===== src/rtl/key_debounce.sv =====
// key_debounce: multi-key debouncer and press encoder.
//
// Each raw key input passes through a two-flop synchronizer and then a
// per-key FSM (Released / PressChk / Pressed / ReleaseChk). A new level is
// accepted only once it has held for StableTicks enable ticks. All outputs
// are registered. They follow the FSM state by one clock.
//
// Ports:
//   clk_i            system clock
//   rst_ni           asynchronous active-low reset
//   enable_in_i      debounce sample tick (one clk wide, or held high)
//   keys_raw_i       raw asynchronous key inputs, active-high
//   key_level_o      debounced key levels
//   press_pulse_o    one-clk pulse per accepted press
//   release_pulse_o  one-clk pulse per accepted release
//   key_strobe_o     one-clk pulse when any key was pressed
//   key_code_o       lowest pressed key index, valid with key_strobe_o
module key_debounce #(
  parameter int unsigned NKeys       = 4,
  parameter int unsigned StableTicks = 4,
  parameter int unsigned CodeW       = (NKeys > 1) ? $clog2(NKeys) : 1
) (
  input  logic             clk_i,
  input  logic             rst_ni,
  input  logic             enable_in_i,
  input  logic [NKeys-1:0] keys_raw_i,
  output logic [NKeys-1:0] key_level_o,
  output logic [NKeys-1:0] press_pulse_o,
  output logic [NKeys-1:0] release_pulse_o,
  output logic             key_strobe_o,
  output logic [CodeW-1:0] key_code_o
);

  localparam int unsigned CntW = $clog2(StableTicks + 1);
  localparam logic [CntW-1:0] CntLast = CntW'(StableTicks - 1);

  typedef enum logic [1:0] {
    StReleased,
    StPressChk,
    StPressed,
    StReleaseChk
  } state_e;

  // Synchronizer
  logic [NKeys-1:0] sync1_q, sync2_q;

  always_ff @(posedge clk_i or negedge rst_ni) begin
    if (!rst_ni) begin
      sync1_q <= '0;
      sync2_q <= '0;
    end else begin
      sync1_q <= keys_raw_i;
      sync2_q <= sync1_q;
    end
  end

  // Per-key FSM state register
  state_e          state_q [NKeys];
  state_e          state_d [NKeys];
  logic [CntW-1:0] cnt_q   [NKeys];
  logic [CntW-1:0] cnt_d   [NKeys];

  always_ff @(posedge clk_i or negedge rst_ni) begin
    if (!rst_ni) begin
      for (int i = 0; i < int'(NKeys); i++) begin
        state_q[i] <= StReleased;
        cnt_q[i]   <= '0;
      end
    end else begin
      for (int i = 0; i < int'(NKeys); i++) begin
        state_q[i] <= state_d[i];
        cnt_q[i]   <= cnt_d[i];
      end
    end
  end

  // Next-state logic. Entering a CHK state ignores enable_in_i, so the entry
  // cycle is never counted as a tick.
  always_comb begin
    for (int i = 0; i < int'(NKeys); i++) begin
      state_d[i] = state_q[i];
      cnt_d[i]   = cnt_q[i];
      unique case (state_q[i])
        StReleased: begin
          if (sync2_q[i]) begin
            state_d[i] = StPressChk;
            cnt_d[i]   = '0;
          end
        end
        StPressChk: begin
          if (!sync2_q[i]) begin
            state_d[i] = StReleased;
            cnt_d[i]   = '0;
          end else if (enable_in_i) begin
            if (cnt_q[i] == CntLast) begin
              state_d[i] = StPressed;
              cnt_d[i]   = '0;
            end else begin
              cnt_d[i] = cnt_q[i] + 1'b1;
            end
          end
        end
        StPressed: begin
          if (!sync2_q[i]) begin
            state_d[i] = StReleaseChk;
            cnt_d[i]   = '0;
          end
        end
        StReleaseChk: begin
          if (sync2_q[i]) begin
            state_d[i] = StPressed;
            cnt_d[i]   = '0;
          end else if (enable_in_i) begin
            if (cnt_q[i] == CntLast) begin
              state_d[i] = StReleased;
              cnt_d[i]   = '0;
            end else begin
              cnt_d[i] = cnt_q[i] + 1'b1;
            end
          end
        end
        default: begin
          state_d[i] = StReleased;
          cnt_d[i]   = '0;
        end
      endcase
    end
  end

  // Output logic. The level only changes on PressChk->Pressed and
  // ReleaseChk->Released, so its edges are exactly the press/release events;
  // a bounce back from ReleaseChk to Pressed keeps the level high.
  logic [NKeys-1:0] level_d, press_d, release_d;
  logic             strobe_d;
  logic [CodeW-1:0] code_d;
  logic [NKeys-1:0] key_level_q, press_pulse_q, release_pulse_q;
  logic             key_strobe_q;
  logic [CodeW-1:0] key_code_q;

  always_comb begin
    level_d = '0;
    for (int i = 0; i < int'(NKeys); i++) begin
      level_d[i] = (state_q[i] == StPressed) || (state_q[i] == StReleaseChk);
    end
    press_d   = level_d & ~key_level_q;
    release_d = ~level_d & key_level_q;
    strobe_d  = |press_d;
    code_d    = key_code_q;
    // Descending scan so the lowest pressed index wins.
    for (int i = int'(NKeys) - 1; i >= 0; i--) begin
      if (press_d[i]) begin
        code_d = CodeW'(i);
      end
    end
  end

  always_ff @(posedge clk_i or negedge rst_ni) begin
    if (!rst_ni) begin
      key_level_q     <= '0;
      press_pulse_q   <= '0;
      release_pulse_q <= '0;
      key_strobe_q    <= 1'b0;
      key_code_q      <= '0;
    end else begin
      key_level_q     <= level_d;
      press_pulse_q   <= press_d;
      release_pulse_q <= release_d;
      key_strobe_q    <= strobe_d;
      key_code_q      <= code_d;
    end
  end

  assign key_level_o     = key_level_q;
  assign press_pulse_o   = press_pulse_q;
  assign release_pulse_o = release_pulse_q;
  assign key_strobe_o    = key_strobe_q;
  assign key_code_o      = key_code_q;

endmodule


===== config.mk =====
export PLATFORM = sky130hd
export DESIGN_NAME = key_debounce
export DESIGN_NICKNAME = d
export VERILOG_FILES = /design/src/rtl/key_debounce.sv
export SDC_FILE = /design/constraint.sdc
export NUM_CORES = 1
export LEC_CHECK = 0
export CORE_UTILIZATION = 58
export DETAILED_ROUTE_END_ITERATION = 12
export HOLD_SLACK_MARGIN = 0.02
export PLACE_DENSITY_LB_ADDON = 0.2
export SLEW_MARGIN = 20
export SYNTH_ARGS = -nofsm -noshare
export SYNTH_HDL_FRONTEND = slang
export SYNTH_SLANG_ARGS = --single-unit

===== constraint.sdc =====
create_clock -name clk_i -period 3.1 [get_ports clk_i]
set_clock_uncertainty 0.1 [all_clocks]
set_input_delay 0.93 -clock clk_i [delete_from_list [all_inputs] [get_ports clk_i]]
set_output_delay 0.93 -clock clk_i [all_outputs]
set_load 0.02 [all_outputs]

==> results.yml <==
pwr:
  internal_power_mw: 0.829
  combPwrFrac: 0.208
  p_switching_mw: 0.340
  p_sw_frac: 0.291
  powerDensity_mw_per_mm2: 579
  p_clk_frac: 0.218
  leakagePower_nw: 0.945
  ir_drop_mv: 0.429
  p_seq_frac: 0.574
timing:
  rsz0062_at_grt: "no"
  hold_viol: 0
  finalCritPeriodShare: 0.765
  final.setup.tns_ps: 0
  worst_pin_slew_ps: 908
  drv_slew: 0
  period_needed_ps: 2370
  max_freq_mhz: 422
  setup_ws_ps: 729
  setup_viol: 0
  slew_headroom: 0.395
route:
  top_layer: "met4"
  vias: 1104
  met3WireLength_um: 114
  wl_met2_um: 1450
  drt_iter0_drc: 46
  viasPerCell: 5.52
  drc_errors: 6
  dr.pass1.iters: 8
  antenna_left: 0
  wl_per_cell_um: 14.1
  wl_met1_um: 1230
  drt_wl_total_um: 2810
clock_tree:
  clk_path_buf_depth: 2
  cts_made_buffers: 5
  hold_buffers: 0
  cts.sinks: 43
  htreeDepth: 2
  clk_pin_slew_ps: 110
  insertion_delay_ps: 340
  post_cts_buffers: 0
  cts_resized: 0
  root_buffer: "clkbuf_4"
  cts_tree: "yes"
run_status:
  violations: "DRC"
  status: "finished with violations"
grt:
  track_usage: 0.205
  antenna_found_initial: 0
  grt_overflow: 0
  grt_max_degree: 44
  grt_pass1_wl_um: 4830
  grt_pass1_vias: 1116
place:
  io_buffers: 21
  pre_cts_slack_ps: 476
  gp_congestion: 0.821
  hpwl_um: 1990
critical_path:
  critPathMaxStageDelay_ps: 610
  crit_chain: "clkdlybuf4s50_1"
  worstPathBufferInverterCount: 1
  critical_path.top_delay_family: "buffers and inverters"
  worstSetupEndpointType: "primary output"
  cp-start-kind: "flip-flop"
  criticalPathCategory: "flip-flop to primary output"
  critPathRequiredTime_ps: 2070
  crit_arrival_ps: 1340
  crit_fanout: 3
  crit_path_top_delay_cell: "clkdlybuf4s50_1"
yosys:
  yosysUniqueCellTypes: 27
  synth-seq-cells: 43
  ys_seq_area_frac: 0.618
  syn_area_per_cell_sq_um: 12.0
  syn_inst: 145
  ys_warn_count: 0
  syn_area_sq_mm: 0.00174
  syn-num-nets: 156
flow_run:
  drv_cap: 0
floorplanning:
  die_w_um: 56.8
  ios: 22
  die_h_um: 56.8
  rows: 19
  start_util: 0.621
  die-area_sq_mm: 0.00323
  core_area_sq_mm: 0.00281
final_layout:
  drive_above_1_share: 0.0828
  num_antenna_cells: 0
  final_nets: 179
  post-route-util: 0.719
  area_growth_pct: 15.9
min_path:
  hp-class: "flip-flop to flip-flop"
[per-layer routing]
layer,vias to the layer above,GRT usage
met5,-,0
met4,0,0.118
met3,4,0.0484
met2,20,0.347
met1,542,0.238
li1,538,-
[state kept, by name, indices dropped and copies added (netlist names), named ones only]
signal           count
state_q              4
press_pulse_o        4
key_level_o          4
sync2_q              4
key_strobe_o         1
key_code_o           2
release_pulse_o      4
sync1_q              4
cnt_q               12
[worst register-to-register path: cells and delay by family, from the launching register on]
| kind | cells | cell delay, ps |
|---|---|---|
| adders and majority gates | 1 | 240 |
| muxes | 1 | 340 |
| and+or+nand+nor | 2 | 230 |
| DFF | 1 | 430 |
[cell families after synthesis]
| family | Yosys count | share of synthesized area |
|---|---|---|
| compound gates | 21 | 0.0769 |
| mux | 6 | 0.0374 |
| simple gates | 56 | 0.176 |
| xor+xnor | 8 | 0.0445 |
| buf+inv | 7 | 0.0187 |
| fa+ha+maj | 4 | 0.0287 |
| flops | 43 | 0.618 |
[synthesized netlist by cell type]
cell	n	area, sq um
and3_1	4	25.0
ha_1	4	50.1
inv_1	1	3.75
nor2b_1	13	81.3
clkbuf_1	3	11.3
nand2b_1	7	43.8
mux2i_1	2	20.0
mux2_2	4	45.0
and2b_1	3	22.5
o22ai_1	7	43.8
xor2_2	1	16.3
o21a_1	4	30.0
a21oi_1	4	20.0
and2_1	3	18.8
buf_2	2	10.0
o31a_1	1	8.76
nand2_1	15	56.3
a31oi_1	3	18.8
nand3_1	2	10.0
o21bai_1	1	7.51
nand4b_1	3	26.3
xor2_1	4	35.0
xnor2_1	3	26.3
o21ai_0	1	5.00
nor2_1	6	22.5
buf_4	1	7.51
dfrtp_1	43	1080
[cell type report]
class                           instances  area, sq um
Clock inverter                          2         12.5
Fill cell                             214          787
Multi-Input combinational cell         95          633
Tap cell                               31         38.8
Sequential cell                        43         1080
Clock buffer                            6         41.3
Timing Repair Buffer                   22          213
Inverter                                1         3.75
[through the flow]
stage                     instance area [sq um]  cells  hold slack, ps  power (mW)
after global routing                       2020    200             277        1.23
after CTS                                  2020    200             268        1.19
after floorplan                            1740    145             231       0.817
after detailed placement                   1960    192             241       0.928
after global placement                     1960    192             233       0.913
final                                      2020    200             265        1.17
[power by group through the flow]
| stage | clock network [mW] | registers [mW] | logic (mW) |
|---|---|---|---|
| after global routing | 0.290 | 0.682 | 0.262 |
| final | 0.255 | 0.671 | 0.243 |
| after detailed placement | 0 | 0.683 | 0.245 |
| after floorplan | 0 | 0.713 | 0.104 |
| after global placement | 0 | 0.679 | 0.234 |
| after CTS | 0.269 | 0.672 | 0.246 |
[path summary, 6_finish.rpt]
path | start | to | slack (ps) | cells past startpoint
max in group asynchronous | rst_ni | press_pulse_o[2] | 1740 | 1
min | sync1_q[2] | sync2_q[2] | 260 | 0
max reg2reg | cnt_q[3] | flip-flop | 1660 | 4
min reg2reg | sync1_q[2] | sync2_q[2] | 260 | 0
min in group asynchronous | rst_ni | cnt_q[10] | 600 | 1
max | key_level_o[2] | key_level_o[2] | 730 | 1
[cells in the final DEF, fill, tap and decap left out]
cell	Yosys	layout
mux2_2	4	4
xor2_2	1	1
o21ai_0	1	1
a31oi_1	3	3
a21oi_1	4	4
clkdlybuf4s50_1	0	20
buf_2	2	1
and2_1	3	3
and3_1	4	4
nand4b_1	3	3
clkinv_2	0	1
xnor2_1	3	3
nand3_1	2	2
clkbuf_4	0	5
ha_1	4	4
mux2i_1	2	2
dfrtp_1	43	43
nand2_1	15	15
o22ai_1	7	7
clkbuf_1	3	1
clkinvlp_4	0	1
and2b_1	3	3
buf_4	1	1
nor2_1	6	6
nand2b_1	7	7
inv_1	1	1
o21bai_1	1	1
xor2_1	4	4
o31a_1	1	1
o21a_1	4	4
nor2b_1	13	13
Note: power is estimated with default switching activity, not from simulation.
